<file path="config.mk">
export PLATFORM = sky130hd
export DESIGN_NAME = accum_alu
export DESIGN_NICKNAME = d
export VERILOG_FILES = /design/src/rtl/alu_pkg.sv /design/src/rtl/alu_mul_seq.sv /design/src/rtl/accum_alu.sv
export SDC_FILE = /design/constraint.sdc
export NUM_CORES = 1
export LEC_CHECK = 0
export CAP_MARGIN = 30
export CORE_MARGIN = 2
export CORE_UTILIZATION = 50
export CTS_CLUSTER_DIAMETER = 150
export DETAILED_ROUTE_END_ITERATION = 8
export PLACE_DENSITY = 0.79
export SYNTH_ARGS = -nofsm -noshare
export SYNTH_HDL_FRONTEND = slang
export SYNTH_HIERARCHICAL = 1
export SYNTH_SLANG_ARGS = --single-unit
</file>
<file path="constraint.sdc">
create_clock -name clk -period 6.46 [get_ports clk]
set_clock_uncertainty 0.05 [all_clocks]
set_input_delay 1.292 -clock clk [delete_from_list [all_inputs] [get_ports clk]]
set_output_delay 1.292 -clock clk [all_outputs]
set_load 0.01 [all_outputs]
</file>
<file path="src/rtl/alu_pkg.sv">
// Shared types for the accumulator ALU: op codes and control states.
package alu_pkg;

   typedef enum logic [2:0] {
      OP_ADD  = 3'b000,
      OP_SUB  = 3'b001,
      OP_OR   = 3'b010,
      OP_XOR  = 3'b011,
      OP_AND  = 3'b100,
      OP_LOAD = 3'b101,
      OP_MUL  = 3'b110,
      OP_SHL  = 3'b111
   } alu_op_e;

   typedef enum logic {
      ST_IDLE = 1'b0,
      ST_MUL  = 1'b1
   } alu_state_e;

endpackage

</file>
<file path="src/rtl/alu_mul_seq.sv">
// Shift-and-add unsigned multiplier with a fixed WIDTH-cycle latency.
// product_o is the running sum including the current step, so on the
// finish_o cycle it already holds the complete double-width product.
module alu_mul_seq #(
   parameter int unsigned WIDTH = 8
) (
   input  logic                 clk,
   input  logic                 reset,
   input  logic                 start_i,
   input  logic [WIDTH-1:0]     mcand_i,
   input  logic [WIDTH-1:0]     mplier_i,
   output logic                 busy_o,
   output logic                 finish_o,
   output logic [2*WIDTH-1:0]   product_o
);

   localparam int unsigned CW = $clog2(WIDTH + 1);

   logic [2*WIDTH-1:0] mcand_q, mcand_d;
   logic [2*WIDTH-1:0] prod_q, prod_d;
   logic [WIDTH-1:0]   mplier_q, mplier_d;
   logic [CW-1:0]      count_q, count_d;
   logic [2*WIDTH-1:0] prod_step;

   assign busy_o    = (count_q != '0);
   assign finish_o  = (count_q == CW'(1));
   assign prod_step = prod_q + (mplier_q[0] ? mcand_q : '0);
   assign product_o = prod_step;

   // Load operands on start, otherwise advance one shift-add step while busy.
   always_comb begin
      mcand_d  = mcand_q;
      prod_d   = prod_q;
      mplier_d = mplier_q;
      count_d  = count_q;
      if (start_i) begin
         mcand_d  = {{WIDTH{1'b0}}, mcand_i};
         mplier_d = mplier_i;
         prod_d   = '0;
         count_d  = CW'(WIDTH);
      end else if (busy_o) begin
         prod_d   = prod_step;
         mcand_d  = mcand_q << 1;
         mplier_d = mplier_q >> 1;
         count_d  = count_q - CW'(1);
      end
   end

   // Datapath registers; reset aborts any multiply in progress.
   always_ff @(posedge clk or posedge reset) begin
      if (reset) begin
         mcand_q  <= '0;
         prod_q   <= '0;
         mplier_q <= '0;
         count_q  <= '0;
      end else begin
         mcand_q  <= mcand_d;
         prod_q   <= prod_d;
         mplier_q <= mplier_d;
         count_q  <= count_d;
      end
   end

endmodule

</file>
<file path="src/rtl/accum_alu.sv">
// WIDTH-bit accumulator ALU with status flags, optional unsigned
// saturation and a valid/ready command port. MUL runs on alu_mul_seq.
module accum_alu
   import alu_pkg::*;
#(
   parameter int unsigned WIDTH    = 8,
   parameter bit          SATURATE = 1'b0
) (
   input  logic             clk,
   input  logic             reset,
   input  logic             in_valid,
   output logic             in_ready,
   input  logic [2:0]       op,
   input  logic [WIDTH-1:0] operand,
   output logic [WIDTH-1:0] result,
   output logic             flag_zero,
   output logic             flag_carry,
   output logic             flag_ovf,
   output logic             done
);

   localparam logic [WIDTH-1:0] W_VEC = WIDTH'(WIDTH);

   alu_state_e         state_q, state_d;
   logic [WIDTH-1:0]   acc_q, acc_d;
   logic               zero_q, zero_d;
   logic               carry_q, carry_d;
   logic               ovf_q, ovf_d;
   logic               done_q, done_d;

   alu_op_e            op_e;
   logic               accept;
   logic               mul_start;
   logic               mul_busy;
   logic               mul_finish;
   logic [2*WIDTH-1:0] mul_prod;

   logic [WIDTH:0]     sum_w, diff_w;
   logic [WIDTH-1:0]   shamt;
   logic [2*WIDTH-1:0] shl_w;
   logic [WIDTH-1:0]   alu_res;
   logic               alu_c, alu_v;

   assign op_e      = alu_op_e'(op);
   assign in_ready  = (state_q == ST_IDLE) && !mul_busy;
   assign accept    = in_valid && in_ready;
   assign mul_start = accept && (op_e == OP_MUL);

   assign result     = acc_q;
   assign flag_zero  = zero_q;
   assign flag_carry = carry_q;
   assign flag_ovf   = ovf_q;
   assign done       = done_q;

   alu_mul_seq #(
      .WIDTH (WIDTH)
   ) u_mul (
      .clk       (clk),
      .reset     (reset),
      .start_i   (mul_start),
      .mcand_i   (acc_q),
      .mplier_i  (operand),
      .busy_o    (mul_busy),
      .finish_o  (mul_finish),
      .product_o (mul_prod)
   );

   // Single-cycle result and flags for every op except MUL.
   always_comb begin
      sum_w   = {1'b0, acc_q} + {1'b0, operand};
      diff_w  = {1'b0, acc_q} - {1'b0, operand};
      shamt   = operand % W_VEC;
      // Bit WIDTH of the widened shift is the last bit pushed out of acc.
      shl_w   = {{WIDTH{1'b0}}, acc_q} << shamt;
      alu_res = acc_q;
      alu_c   = 1'b0;
      alu_v   = 1'b0;
      case (op_e)
         OP_ADD: begin
            alu_c   = sum_w[WIDTH];
            alu_v   = (acc_q[WIDTH-1] == operand[WIDTH-1]) &&
                      (sum_w[WIDTH-1] != acc_q[WIDTH-1]);
            alu_res = (SATURATE && alu_c) ? '1 : sum_w[WIDTH-1:0];
         end
         OP_SUB: begin
            alu_c   = diff_w[WIDTH];
            alu_v   = (acc_q[WIDTH-1] != operand[WIDTH-1]) &&
                      (diff_w[WIDTH-1] != acc_q[WIDTH-1]);
            alu_res = (SATURATE && alu_c) ? '0 : diff_w[WIDTH-1:0];
         end
         OP_OR:   alu_res = acc_q | operand;
         OP_XOR:  alu_res = acc_q ^ operand;
         OP_AND:  alu_res = acc_q & operand;
         OP_LOAD: alu_res = operand;
         OP_SHL: begin
            alu_res = shl_w[WIDTH-1:0];
            alu_c   = shl_w[WIDTH];
         end
         default: alu_res = acc_q;
      endcase
   end

   // Control FSM: commit single-cycle ops on accept, MUL on sequencer finish.
   always_comb begin
      state_d = state_q;
      acc_d   = acc_q;
      zero_d  = zero_q;
      carry_d = carry_q;
      ovf_d   = ovf_q;
      done_d  = 1'b0;
      case (state_q)
         ST_IDLE: begin
            if (mul_start) begin
               state_d = ST_MUL;
            end else if (accept) begin
               acc_d   = alu_res;
               zero_d  = (alu_res == '0);
               carry_d = alu_c;
               ovf_d   = alu_v;
               done_d  = 1'b1;
            end
         end
         ST_MUL: begin
            if (mul_finish) begin
               acc_d   = mul_prod[WIDTH-1:0];
               zero_d  = (mul_prod[WIDTH-1:0] == '0);
               carry_d = |mul_prod[2*WIDTH-1:WIDTH];
               ovf_d   = 1'b0;
               done_d  = 1'b1;
               state_d = ST_IDLE;
            end
         end
         default: state_d = ST_IDLE;
      endcase
   end

   // Accumulator, flag and state registers.
   always_ff @(posedge clk or posedge reset) begin
      if (reset) begin
         state_q <= ST_IDLE;
         acc_q   <= '0;
         zero_q  <= 1'b1;
         carry_q <= 1'b0;
         ovf_q   <= 1'b0;
         done_q  <= 1'b0;
      end else begin
         state_q <= state_d;
         acc_q   <= acc_d;
         zero_q  <= zero_d;
         carry_q <= carry_d;
         ovf_q   <= ovf_d;
         done_q  <= done_d;
      end
   end

endmodule

</file>
==> results by group, run 1 <==
Yosys
  • Share of the synthesized area in the top cell type: 0.2741
  • Async SR Flop Fraction: 1.000
  • Mapped Cells: 610
  • Post-synth net total: 669
  • Synth Warn #: 6
  • Synthesized area per cell: 8.381 µm²
  • Largest area contributor in the netlist: dfrtp_1
  • Netlist cell types: 77
  • Post-synthesis cell area: 5112 µm²
  • EDFF count, synth: 0
  • Post-synthesis register bit count: 57
  • Sequential fraction of the synthesis area: 0.2792
  • Synth top area cells: dfrtp_1 27%, ha_1 10%, nand2_1 5.5%, a21oi_1 4.5%, mux2i_1 3.9%
  • Post-synth top flop: dfrtp_1

Route
  • Via count: 4691
  • DRT iter0 DRCs: 537
  • Antenna Nets Post-Route: 0
  • DRT Pass-1 Iters: 6
  • Final Routed Wirelength: 14050 µm
  • WL per Instance: 18.63 µm
  • DRC: 0
  • Vias per cell: 6.221

Min path
  • Hold path cells: 1
  • Worst Hold Launch: flag_carry
  • Hold Path End: flag_carry
  • Hold crit path type: reg2reg

Timing
  • Slew at the pin closest to its max-slew limit: 1018 ps
  • Fin Hold WS: 477.0 ps
  • RSZ-0062 raised after global routing: false
  • Final slew viol count: 0
  • Final Hold Fails: 0
  • Setup WS post-layout: 2086 ps
  • Fmax: 0.2286 GHz
  • Final-report setup violation count: 0
  • Final worst-path cycle share: 0.6771
  • Slew headroom: 0.3193
  • Min cycle time layout: 4374 ps
  • Setup_tns: 0 ps

Critical path
  • Worst Setup End Kind: flip-flop
  • Crit start category: input port
  • Worst path required time: 6630 ps
  • Reg-to-reg critical path endpoint: flag_carry
  • Worst reg-to-reg path cell count: 12
  • Worst r2r src: u_mul/mplier_q[0]
  • Worst Path Class, Setup: in2reg
  • FF-to-FF setup slack: 2450 ps
  • WP data arrival: 4550 ps
  • CP Max Fanout: 61

Floorplan
  • I/O pin count: 27
  • Row cnt: 36
  • Chip height: 105.1 µm
  • Starting Density: 0.5183
  • Core ar.: 9864 µm²
  • Die Wd: 105.1 µm
  • Die area: 11050 µm²

Place
  • Post-Place Cells: 737
  • GP Congestion: 0.9935
  • Hpwl dp: 10140 µm
  • Setup WS pre-CTS: 1781 ps
  • PortBufs: 26

Finish
  • Share of layout cells above drive strength 1: 0.07890
  • Synthesis-to-finish area growth: 9.961%
  • Ant. Diodes: 0
  • Most frequent cells in the layout: 75 x nand2_1, 56 x dfrtp_1, 46 x a21oi_1
  • Final net count: 675
  • Most common cell after layout, fill and taps aside: nand2_1
  • Non-Filler Instances: 754

Job
  • Max_cap viols: 0

Global route
  • Vias in the first global route: 4475
  • GRT Util Overall: 0.2631
  • Largest net degree at the start of global routing: 62
  • Initial antenna violation count: 0
  • First-pass GRT wire length: 23230 µm
  • Grt ovf: 0

Clocking
  • CTS Buffer Depth: 2
  • Worst-Skew Late Latency: 350 ps
  • Htree depth: 3
  • Sink Count: 57
  • Register clock-pin slew on the reported worst setup and hold paths: 70 ps
  • Clk Tree Root Cell: clkbuf_8
  • CTS Buf Count: 9
  • CTS resizes: 0
  • CTS tree: built
  • Postcts setup bufs: 0
  • Hold-fix buffers, CTS: 0

Run status
  • Status: complete, no violations

Pwr
  • Worst VDD drop: 0.3221 mV
  • Leakage: 2.490 nW
  • Pwr/cell area: 376.6 nW/µm²
-- report_power, final --
group          switching [mW]  total (mW)  internal (mW)  leakage (nW)
Clock                   0.154       0.342          0.188        0.0868
Combinational           0.648        1.13          0.482          1.66
Sequential              0.166       0.645          0.479         0.744
Total                   0.968        2.12           1.15          2.49
-- flip-flops by register name, indices dropped and copies added, names as in the netlist --
name / cells
flag_zero: 1
u_mul/prod_q: 16
u_mul/count_q: 4
flag_carry: 1
result: 8
state_q: 1
flag_ovf: 1
done: 1
u_mul/mplier_q: 8
u_mul/mcand_q: 16
-- through the flow --
stage / power (mW) / utilization / area [µm²]
6_report: 2.117 / 0.5699 / 5622
3_5_place_dp: 1.743 / 0.5483 / 5409
3_3_place_gp: 1.718 / 0.5483 / 5409
5_1_grt: 2.261 / 0.5699 / 5622
4_1_cts: 2.099 / 0.5691 / 5614
2_1_floorplan: 1.419 / - / 5112
-- Yosys cell counts, types with 4 or more instances --
library cell and number:
nand2_1 75, dfrtp_1 56, a21oi_1 46, ha_1 42, nor2_1 38, o21ai_0 36
inv_1 30, mux2i_1 20, and2_1 18, nand3_1 16, clkbuf_1 15, xnor2_1 15
nor3_1 14, buf_2 13, a21o_1 10, a211oi_1 8, xor2_1 8, nand2b_1 7
nor2b_1 7, o211ai_1 7, a22o_1 6, nand4_1 6, o21bai_1 6, a31oi_1 5
inv_2 5, mux4_2 5, and3_1 4, buf_1 4, or3_1 4
-- worst max-delay path by stage --
| stage | slack (ps) | startpoint | cells after the start | to |
|---|---|---|---|---|
| 2_1_floorplan | 3100 | operand[1] | 10 | result[7] |
| 3_3_place_gp | 1940 | operand[1] | 10 | result[7] |
| 3_5_place_dp | 1780 | op[2] | 8 | u_mul/prod_q[15] |
| 4_1_cts | 2170 | op[2] | 8 | u_mul/prod_q[15] |
| 5_1_grt | 1840 | op[2] | 8 | u_mul/prod_q[15] |
| 6_report | 2090 | op[2] | 8 | u_mul/prod_q[15] |
-- worst max-delay path, cell delays in order --
cell and delay, ps:
clkdlybuf4s50_1 1140, nand3b_1 540, nor2b_4 230, buf_4 490
inv_1 280, and3_1 250, a31oi_1 180, nand3_1 110
-- routing by layer --
| layer | wire length, µm | GRT usage | up-vias | share of wire |
|---|---|---|---|---|
| met1 | 6343 | 0.3780 | 2234 | 0.45 |
| li1 | - | - | 2205 | - |
| met4 | 413 | 0.09905 | 0 | 0.029 |
| met5 | 0 | 0 | - | 0 |
| met3 | 1120 | 0.05614 | 40 | 0.080 |
| met2 | 6170 | 0.3873 | 212 | 0.44 |
-- cell type report --
class	count	area, µm²
Clock inverter	6	67.56
Timing Repair Buffer	31	297.8
Multi-Input combinational cell	482	3393
Inverter	35	131.4
Fill cell	890	4243
Clock buffer	10	137.6
Sequential cell	57	1428
Tap cell	133	166.4
-- cell families after synthesis --
logic type,count (synthesis),synth area share
compound gates,177,0.2386
xor+xnor,23,0.03940
fa+ha+maj,45,0.1145
buf+inv,71,0.05971
flops,57,0.2792
mux,27,0.06559
simple gates,210,0.2029
No activity file was read; power rests on OpenSTA's default activity.
==> run 2: changes to the inputs <==
==> constraint.sdc (replaced) <==
create_clock -name clk -period 4.2 [get_ports clk]
set_clock_uncertainty 0.05 [all_clocks]
set_input_delay 0.84 -clock clk [delete_from_list [all_inputs] [get_ports clk]]
set_output_delay 0.84 -clock clk [all_outputs]
set_load 0.01 [all_outputs]
==> run 2 against run 1 <==
  * Cell count increased by 1.3%
  * Register-to-register slack worse by 2100 ps
  * First-iteration DRC count down 35%
  * Clock power up 65%
  * Wire length down 1.5%
  * Hold slack lost 3.6 ps
==> results by group, run 2 (synthesis results as in run 1) <==
Timing
  • Min cycle time layout: 3812 ps
  • Fmax: 0.2624 GHz
  • Setup_tns: 0 ps (unchanged)
  • Final-report setup violation count: 0 (unchanged)
  • Final slew viol count: 0 (unchanged)
  • Slew at the pin closest to its max-slew limit: 606.9 ps (-410.9 ps)
  • Final Hold Fails: 0 (unchanged)
  • RSZ-0062 raised after global routing: false
  • Slew headroom: 0.5923 (+0.2730)
  • Final worst-path cycle share: 0.9075

Finish
  • Most common cell after layout, fill and taps aside: nand2_1
  • Share of layout cells above drive strength 1: 0.09350 (+0.01460)
  • Most frequent cells in the layout: 75 x nand2_1, 56 x dfrtp_1, 46 x a21oi_1
  • Largest regs: u_mul/mcand_q (16), u_mul/prod_q (16)
  • Ant. Diodes: 0 (unchanged)
  • Synthesis-to-finish area growth: 11.94%
  • Final net count: 685 (+1.5%)

Route
  • WL per Instance: 18.11 µm (-2.8%)
  • DRT iter0 DRCs: 351 (-35%)
  • Via count: 4797 (+2.3%)
  • DRT Pass-1 Iters: 5 (-1)
  • Vias per cell: 6.279 (+0.92%)
  • Final Routed Wirelength: 13840 µm (-1.5%)
  • Antenna Nets Post-Route: 0 (unchanged)
  • DRC: 0 (unchanged)

Clocking
  • CTS resizes: 0 (unchanged)
  • CTS tree: built
  • CTS Buffer Depth: 2 (unchanged)
  • Clk Tree Root Cell: clkbuf_8
  • CTS Buf Count: 9 (unchanged)
  • Register clock-pin slew on the reported worst setup and hold paths: 70 ps (about the same)
  • Hold-fix buffers, CTS: 0 (unchanged)
  • Htree depth: 3 (unchanged)
  • Sink Count: 57 (unchanged)
  • Postcts setup bufs: 0 (unchanged)
  • Worst-Skew Late Latency: 350 ps (about the same)

Place
  • PortBufs: 26 (unchanged)
  • Hpwl dp: 10180 µm (+0.38%)
  • GP Congestion: 1.011 (+1.8%)

Floorplan
  • Die area: 11050 µm² (unchanged)
  • Row cnt: 36 (unchanged)
  • Die Wd: 105.1 µm (unchanged)
  • Starting Density: 0.5183 (unchanged)
  • Chip height: 105.1 µm (unchanged)
  • I/O pin count: 27 (unchanged)
  • Core ar.: 9864 µm² (unchanged)

Pwr
  • Worst VDD drop: 0.4328 mV (+34%)
  • Post-layout power: 3.301 mW (+56%)
  • Pwr/cell area: 576.8 nW/µm² (+53%)
  • Leakage: 2.552 nW (+2.5%)

Global route
  • Largest net degree at the start of global routing: 49 (-21%)
  • Initial antenna violation count: 0 (unchanged)
  • Vias in the first global route: 4558 (+1.9%)
  • First-pass GRT wire length: 22830 µm (-1.7%)
  • GRT Util Overall: 0.2556 (-0.007538)
  • Grt ovf: 0 (unchanged)

Min path
  • Hold crit path type: reg2reg

Critical path
  • Crit start category: flip-flop
  • Worst Path Class, Setup: reg2reg
  • Worst Setup End Kind: flip-flop
  • Worst path required time: 4390 ps (-2240 ps)
  • CP Max Fanout: 13 (-79%)
  • WP data arrival: 4000 ps (-550 ps)

Run status
  • Status: complete, no violations

Job
  • Max_cap viols: 0 (unchanged)
run 2: power breakdown:
part,internal (mW),switching [mW]
clock,0.332,0.235
combinational,0.756,0.993
sequential,0.737,0.249
run 2: through the flow:
step	hold WS, ps	utilization	std cells	setup slack, ps	cell area [µm²]
floorplan	447.0	-	610	964.9	5112
global placement	460.4	0.5580	748	509.9	5504
detailed placement	458.8	0.5580	748	525.0	5504
CTS	478.0	0.5802	764	502.9	5723
global route	499.4	0.5802	764	259.2	5723
finish	473.4	0.5802	764	388.4	5723
run 2: worst paths after layout:
path / depth (start not counted) / slack (ps) / endpoint / from
min in group asynchronous: 2 / 820 / state_q / reset
worst min register to register: 2 / 470 / u_mul/mcand_q[15] / u_mul/mcand_q[15]
worst max-delay path: 12 / 390 / flag_carry / u_mul/mplier_q[0]
max in group asynchronous: 3 / 2780 / u_mul/mcand_q[3] / reset
worst max register to register: 12 / 390 / flag_carry / u_mul/mplier_q[0]
worst min-delay path: 2 / 470 / u_mul/mcand_q[15] / u_mul/mcand_q[15]
run 2: critical path, cell delays in order (launching register included):
cell and delay (ps):
dfrtp_1 520, and2_1 210, ha_1 220, fa_1 460, a211oi_1 320, o21bai_1 130, a21oi_1 290, o21ai_1 190
xor2_1 160, or4_1 420, nor3_1 340, a31oi_1 150, a22o_1 230
run 2: layout make-up:
type / count / area [µm²]
Inverter: 35 / 131.4
Clock buffer: 9 / 123.9
Sequential cell: 57 / 1428
Clock inverter: 7 / 95.09
Fill cell: 880 / 4141
Timing Repair Buffer: 41 / 385.4
Multi-Input combinational cell: 482 / 3393
Tap cell: 133 / 166.4
run 2: per-layer routing:
metal,GRT usage,share of wire,vias to the layer above
li1,-,-,2224
met1,0.3458,0.43,2337
met4,0.09143,0.024,0
met5,0,0,-
met3,0.05864,0.066,33
met2,0.4007,0.48,203
